<file path="src/rtl/uart_tx_serializer_if.sv">
// Handshake and serial-line bundle between a word producer and the UART
// transmit serializer. The producer (master) offers a word and its parity
// options; the serializer (slave) drives the line and its busy flag.
interface uart_tx_serializer_if #(
    parameter int WIDTH = 8
);
    logic [WIDTH-1:0] i_data;
    logic             i_data_valid;
    logic             i_par_en;
    logic             i_par_typ;
    logic             o_tx;
    logic             o_busy;

    modport master (
        output i_data,
        output i_data_valid,
        output i_par_en,
        output i_par_typ,
        input  o_tx,
        input  o_busy
    );

    modport slave (
        input  i_data,
        input  i_data_valid,
        input  i_par_en,
        input  i_par_typ,
        output o_tx,
        output o_busy
    );
endinterface

</file>
<file path="src/rtl/uart_tx_serializer.sv">
// UART transmit serializer: frames a WIDTH-bit word as start(0), data bits
// LSB first, optional parity, stop(1), one bit per baud-clock cycle.
// The line and busy flag come straight from flops, so each output value is
// computed one cycle ahead from the state being entered.
module uart_tx_serializer #(
    parameter int WIDTH = 8
) (
    input  logic                   i_clk,
    input  logic                   i_rst,
    uart_tx_serializer_if.slave    bus
);
    localparam int              CNT_W = (WIDTH > 1) ? $clog2(WIDTH) : 1;
    localparam logic [CNT_W-1:0] LAST = CNT_W'(WIDTH - 1);

    typedef enum logic [2:0] {
        IDLE,
        START,
        DATA,
        PARITY,
        STOP
    } state_t;

    state_t           state, state_n;
    logic [WIDTH-1:0] shift, shift_n;
    logic [CNT_W-1:0] cnt, cnt_n;
    logic             par_bit, par_bit_n;
    logic             par_en, par_en_n;
    logic             tx, tx_n;
    logic             busy, busy_n;

    // Next state, next shift/count contents and the line value for the state being entered.
    always_comb begin
        // NOTE: every signal written here gets a default first, so no path
        // leaves one unassigned and no latch is inferred.
        state_n   = state;
        shift_n   = shift;
        cnt_n     = cnt;
        par_bit_n = par_bit;
        par_en_n  = par_en;
        tx_n      = 1'b1;

        case (state)
            IDLE: begin
                if (bus.i_data_valid) begin
                    state_n   = START;
                    shift_n   = bus.i_data;
                    par_bit_n = (^bus.i_data) ^ bus.i_par_typ;
                    par_en_n  = bus.i_par_en;
                    cnt_n     = '0;
                    tx_n      = 1'b0;
                end
            end
            START: begin
                state_n = DATA;
                tx_n    = shift[0];
                shift_n = shift >> 1;
            end
            DATA: begin
                if (cnt == LAST) begin
                    if (par_en) begin
                        state_n = PARITY;
                        tx_n    = par_bit;
                    end else begin
                        state_n = STOP;
                    end
                end else begin
                    cnt_n   = cnt + CNT_W'(1);
                    tx_n    = shift[0];
                    shift_n = shift >> 1;
                end
            end
            PARITY: begin
                state_n = STOP;
            end
            STOP: begin
                state_n = IDLE;
            end
            default: begin
                state_n = IDLE;
            end
        endcase

        busy_n = (state_n != IDLE);
    end

    // State register and registered line/busy outputs; reset aborts any frame at once.
    always_ff @(posedge i_clk or posedge i_rst) begin
        // NOTE: sequential state uses non-blocking assignments so every flop
        // samples the pre-edge values regardless of statement order.
        if (i_rst) begin
            state   <= IDLE;
            shift   <= '0;
            cnt     <= '0;
            par_bit <= 1'b0;
            par_en  <= 1'b0;
            tx      <= 1'b1;
            busy    <= 1'b0;
        end else begin
            state   <= state_n;
            shift   <= shift_n;
            cnt     <= cnt_n;
            par_bit <= par_bit_n;
            par_en  <= par_en_n;
            tx      <= tx_n;
            busy    <= busy_n;
        end
    end

    assign bus.o_tx   = tx;
    assign bus.o_busy = busy;
endmodule
</file>
<file path="src/flat_wrapper.sv">
// flat-port wrapper written by rule: the top's interface ports become plain ports
module uart_tx_serializer_flat 
#(
    parameter int WIDTH = 8
)
  (i_clk, i_rst, bus_i_data, bus_i_data_valid, bus_i_par_en, bus_i_par_typ, bus_o_tx, bus_o_busy);
  uart_tx_serializer_if #(.WIDTH(WIDTH)) bus_i ();
  input  logic i_clk;
  input  logic i_rst;
  input wire logic [$bits(bus_i.i_data)-1:0] bus_i_data;
  input wire logic [$bits(bus_i.i_data_valid)-1:0] bus_i_data_valid;
  input wire logic [$bits(bus_i.i_par_en)-1:0] bus_i_par_en;
  input wire logic [$bits(bus_i.i_par_typ)-1:0] bus_i_par_typ;
  output wire logic [$bits(bus_i.o_tx)-1:0] bus_o_tx;
  output wire logic [$bits(bus_i.o_busy)-1:0] bus_o_busy;
  assign bus_i.i_data = bus_i_data;
  assign bus_i.i_data_valid = bus_i_data_valid;
  assign bus_i.i_par_en = bus_i_par_en;
  assign bus_i.i_par_typ = bus_i_par_typ;
  assign bus_o_tx = bus_i.o_tx;
  assign bus_o_busy = bus_i.o_busy;
  uart_tx_serializer #(.WIDTH(WIDTH)) u_core (.i_clk(i_clk), .i_rst(i_rst), .bus(bus_i));
endmodule
</file>
<file path="config.mk">
export PLATFORM = sky130hd
export DESIGN_NAME = uart_tx_serializer_flat
export DESIGN_NICKNAME = d
export VERILOG_FILES = /design/src/rtl/uart_tx_serializer_if.sv /design/src/rtl/uart_tx_serializer.sv /design/src/flat_wrapper.sv
export SDC_FILE = /design/constraint.sdc
export NUM_CORES = 1
export LEC_CHECK = 0
export BUFFER_PORTS_ARGS = -buffer_cell sky130_fd_sc_hd__buf_4
export CORE_MARGIN = 10
export CORE_UTILIZATION = 54
export CTS_CLUSTER_DIAMETER = 30
export DETAILED_ROUTE_END_ITERATION = 6
export PLACE_DENSITY = 0.76
export SLEW_MARGIN = 10
export SYNTH_ARGS = -nofsm -noshare
export SYNTH_HDL_FRONTEND = slang
export SYNTH_SLANG_ARGS = --single-unit
</file>
<file path="constraint.sdc">
create_clock -name i_clk -period 2.1 [get_ports i_clk]
set_input_delay 0.105 -clock i_clk [delete_from_list [all_inputs] [get_ports i_clk]]
set_output_delay 0.105 -clock i_clk [all_outputs]
set_load 0.02 [all_outputs]
</file>
# --- Word-level counts from Yosys, hierarchy flattened ---
# Index checks and enable logic that the tools add are counted.
word_totals:
  ff_bits: 18
  out_inout_bits: 2
  word_cells: 37
op_classes:
  add_sub_neg: 1
  n_eq_ne: 6
  n_mux: 14
  n_bitwise: 1
  reduce_logical: 8
op_table:
  columns: ["op", "n"]
  rows:
  - ["$pmux W8 S3", 1]
  - ["$mux W8", 2]
  - ["$mux W3", 5]
  - ["$pmux W3 S4", 1]
  - ["$reduce_xor A8 Y1", 1]
  - ["$eq A3 B2 Y1 const B", 2]
  - ["$pmux W3 S2", 1]
  - ["$reduce_and A3 Y1", 2]
  - ["$reduce_bool A3 Y1", 2]
  - ["$ne A2 B2 Y1 const B", 2]
  - ["$add A3 B1 Y3 const B", 1]
  - ["$eq A3 B1 Y1 const B", 1]
  - ["$eq A3 B3 Y1 const B", 1]
  - ["$logic_not A3 Y1", 1]
  - ["$mux W1", 3]
  - ["$pmux W1 S3", 1]
  - ["$reduce_and A2 Y1", 1]
  - ["$reduce_bool A2 Y1", 1]
  - ["$xor A1 B1 Y1", 1]

# --- Longest topological paths before layout ---
depth:
  word_depth: 4
  depth_mapped: 7
  ltp_nobuf: 6

# --- Worst setup path after synthesis ---
# No wires, ideal clock.
synth_path:
  path_kind: "register -> register"
  startpoint: "register u_core.cnt[0]"
  endpoint: "register u_core.shift[7]"
  setup_time_ns: 0.125
  arrival_time_ns: 1.711
  required_ns: 1.975
  path_slack_ns: 0.264
  stages_incl_launch_ff: 6
  path_buffers: 0
  period_less_slack_ns: 1.836
  path_cell_list: "dfrtp_1 ha_1 ha_1 or3b_4 a21oi_4 mux2_2"
synth_via:
  elab_chain_len: 3
synth_lines:
  columns: ["element", "line", "rtl"]
  rows:
  - ["start, declared", "uart_tx_serializer.sv:25", "logic [CNT_W-1:0] cnt, cnt_n;"]
  - ["start signal, assigned", "uart_tx_serializer.sv:101", "cnt <= cnt_n;"]
  - ["$eq A3 B3 Y1", "uart_tx_serializer.sv:59", "if (cnt == LAST) begin"]
  - ["$ne A2 B2 Y1 (no source line)", null, null]
  - ["$reduce_and A3 Y1 (no source line)", null, null]
  - ["end signal, assigned", "uart_tx_serializer.sv:100", "shift <= shift_n;"]
  - ["end, declared", "uart_tx_serializer.sv:24", "logic [WIDTH-1:0] shift, shift_n;"]
# No other way between the ends.
# A chain may end at the register's enable or synchronous reset.

# --- Worst setup path in the final report ---
layout_path:
  startpoint: "register u_core.cnt[0]"
  endpoint: "register u_core.cnt[0]"
layout_via:
  elab_chain_len: 3
  word_cells_on_any_way: 6
  cone_classes: "add/sub: 1; eq/ne: 2; mux: 2; reduce/logical: 1"
layout_lines:
  columns: ["element", "line"]
  rows:
  - ["$add A3 B1 Y3 / $eq A3 B3 Y1 (equally long branches)", "uart_tx_serializer.sv:67, uart_tx_serializer.sv:59"]
  - ["$mux W3 / $ne A2 B2 Y1 (equally long branches)", null]
  - ["$pmux W3 S2 / $reduce_and A3 Y1 (equally long branches)", null]
# Parallel ways exist; a longest one is shown, timed or not. The select of a mux whose other input is x is not followed.

==> flow_summary_export.csv <==
group,metric,value,unit
run_status,status,"finished clean",
floorplan,die-area,3900,um^2
logic_synthesis,syn_area,975,um^2
logic_synthesis,yosys.area.top_type_share,43.6,%
logic_synthesis,synthTopCellsByArea,"dfrtp_1 44%, mux2i_1 7.2%, xnor2_1 4.5%",
sta,relSlewSlack,54.6,%
floorplan,start_util,56.4,%
clock_network,clk_latency,290,ps
sta,finalSetupTns,0,ps
routing,drc,0,
sta,min_period,1850,ps
min_path,hold_path.class,"in2reg",
clock_network,post_cts_buffers,0,
power,power_density,1440,nW/um^2
routing,dr_wl_met3,69,um
floorplan,pin_count,15,
layout,layout-drive-gt1-share,30.7,%
critical_path,path_common_cell,"ha_1",
grt,antenna_found_initial,0,
power,total_leakage_power,0.499,nW
sta,slew_violations,0,
critical_path,required,2280,ps
routing,m1WireLength,806,um
logic_synthesis,yosysSeqAreaShare,46.3,%
critical_path,timing.critical_path.from_type,"register",
job,cap_violations,0,
clock_network,tritoncts,"done",
place,gp_congestion,0.747,
logic_synthesis,synth-seq-cells,18,
critical_path,cp_num_buf_inv,0,
sta,finalSetupViolations,0,
layout,finish.utilization,65.4,%
floorplan,die_y,62.5,um
sta,skew,3.52,ps
clock_network,clkSinkCount,18,
place,dp.cells,121,
grt,grt_max_degree,19,
sta,rsz0062_at_grt,"false",
place,place_area,1080,um^2
floorplan,die_w,62.5,um
logic_synthesis,synth-main-ff-cell,"dfrtp_1",
floorplan,fp-row-count,15,
power,power,1.62,mW
layout,layout_common_cells,"17 x dfrtp_1, 15 x buf_4, 10 x nor2_1",
power,p_int,1.01,mW
clock_network,numCtsBuffers,3,
grt,grt_pass1_wl,2.93,mm
critical_path,cp_cell_sequence,"ha_1, ha_1, nor4b_2, nor2_1, mux2_2",
place,post-place-ws,282,ps
power,clkPwrFrac,12.9,%
grt,grt_use_total,9.01,%
grt,overflow,0,
layout,antenna_cells,0,
critical_path,rrSetupSlack,250,ps
place,port_buffers,14,
logic_synthesis,synth-async-reset-ratio,100,%
layout,design_area,1130,um^2
critical_path,worstSetupEndpointType,"register",
critical_path,worstRegToRegCells,5,
sta,fmax,0.541,GHz
sta,hold_slack,20.6,ps
floorplan,fp.coreArea,1730,um^2
layout,final_common_cell,"dfrtp_1",
logic_synthesis,avgSynthCellArea,11.5,um^2
routing,finalWirelength,1.70,mm
routing,highest_layer,"met4",
critical_path,cp_max_fo,6,
critical_path,path_depth,5,
sta,tightestPinTransition,680,ps
logic_synthesis,yosysTopAreaCell,"dfrtp_1",
sta,finalCritPeriodShare,88.1,%
logic_synthesis,synth_fp_nets,100,
power,seq_power_share,40.4,%
routing,wl_met2,814,um
logic_synthesis,synth_edf_count,0,
power,p_comb_share,46.7,%
critical_path,worst_ep_arrival_time,2030,ps
layout,area.growth.synth_to_final,15.9,%
routing,ant_nets,0,
clock_network,cts.path.max_buffers,2,
critical_path,critical_path_class,"reg2reg",
power,netSwitchingFraction,37.7,%
routing,drtIter0Drc,13,
sta,final_hold_viol_count,0,
place,hpwl,1.21,mm
logic_synthesis,synth.distinct_cells,31,
logic_synthesis,netlist_instances,85,
grt,grt_pass1_vias,653,
layout,final_cell_count_no_fill,126,
sta,setup_slack,250,ps
critical_path,cp_top_family,"simple AND/OR/NAND/NOR gates",
routing,drt-pass1-iter-count,4,
routing,vias_per_cell,5.25,
clock_network,cts_root_buffer,"clkbuf_4",
logic_synthesis,yosysWarnings,0,
layout,nets,117,
clock_network,htreeDepth,1,
power,p_switching,613,uW
routing,vias,661,
routing,wl_per_cell,13.5,um
clock_network,clk_pin_slew,100,ps
min_path,whs_path_depth,3,
critical_path,crit_path_top_delay_cell,"nor4b_2",
critical_path,cpPeakStageDelay,440,ps
layout,fill_cells,153,
power,peakVddDrop,0.658,mV
[registers in the layout (all words and copies together), names as in the netlist]
signal             count
u_core.cnt             3
u_core.bus.o_tx        1
u_core.bus.o_busy      1
u_core.par_bit         1
u_core.state           3
u_core.par_en          1
u_core.shift           8
[area by class of cell]
class / count / area, um^2 / share of cell area [%]
Multi-Input combinational cell: 61 / 480 / 42.5
Sequential cell: 18 / 452 / 40.0
Timing Repair Buffer: 16 / 123 / 10.9
Clock buffer: 4 / 36.3 / 3.21
Tap cell: 25 / 31.3 / 2.77
Inverter: 2 / 7.51 / 0.664
[synth_stat cells, types with 2 or more instances]
| cell type | count |
|---|---|
| a22o_1 | 2 |
| ha_1 | 2 |
| o21bai_1 | 2 |
| buf_6 | 2 |
| mux2_2 | 3 |
| mux2i_1 | 7 |
| dfrtp_1 | 17 |
| nand2b_1 | 3 |
| a21oi_4 | 2 |
| nor2_1 | 10 |
| a21oi_2 | 3 |
| nand2_1 | 3 |
| xnor2_1 | 5 |
| a21oi_1 | 6 |
| inv_1 | 2 |
[worst register-to-register path, stage by stage (launching register included)]
cell,delay [ps]
dfrtp_1,400
ha_1,200
ha_1,260
nor4b_2,440
nor2_1,160
mux2_2,290
[power by group through the flow]
stage | sequential [mW] | combinational, mW | clock (mW)
final | 0.656 | 0.758 | 0.210
after global routing | 0.680 | 0.853 | 0.234
after CTS | 0.654 | 0.770 | 0.217
after detailed placement | 0.659 | 0.755 | 0
after global placement | 0.656 | 0.739 | 0
after floorplan | 0.610 | 0.682 | 0
[routing by layer]
layer / GRT usage (%) / up-vias
met2: 14.1 / 12
met5: 0 / -
li1: - / 327
met1: 10.6 / 320
met4: 4.19 / 0
met3: 3.41 / 2
[path summary, 6_finish.rpt]
check,start,end
worst max register to register,u_core.cnt[0],u_core.cnt[0]
worst min-delay path,bus_i_par_en,u_core.par_en
max in group asynchronous,i_rst,u_core.state[1]
worst max-delay path,u_core.cnt[0],u_core.cnt[0]
min in group asynchronous,i_rst,u_core.shift[1]
worst min register to register,u_core.cnt[1],u_core.cnt[1]
[what timing repair did]
action                    in CTS  in global routing
gates resized for setup        0                  0
hold endpoints to repair      17                  0
hold buffers                   1                  0
[cell families (layout without fill, tap and decap cells)]
logic type	Yosys count	count (layout)	synth area share (%)
simple gates	23	23	13.1
compound gates	19	19	15.3
flops	18	18	46.3
mux	10	10	10.7
xor+xnor	7	7	7.70
buf+inv	6	22	4.36
fa+ha+maj	2	2	2.57
Note: power is estimated with default switching activity, not from simulation.
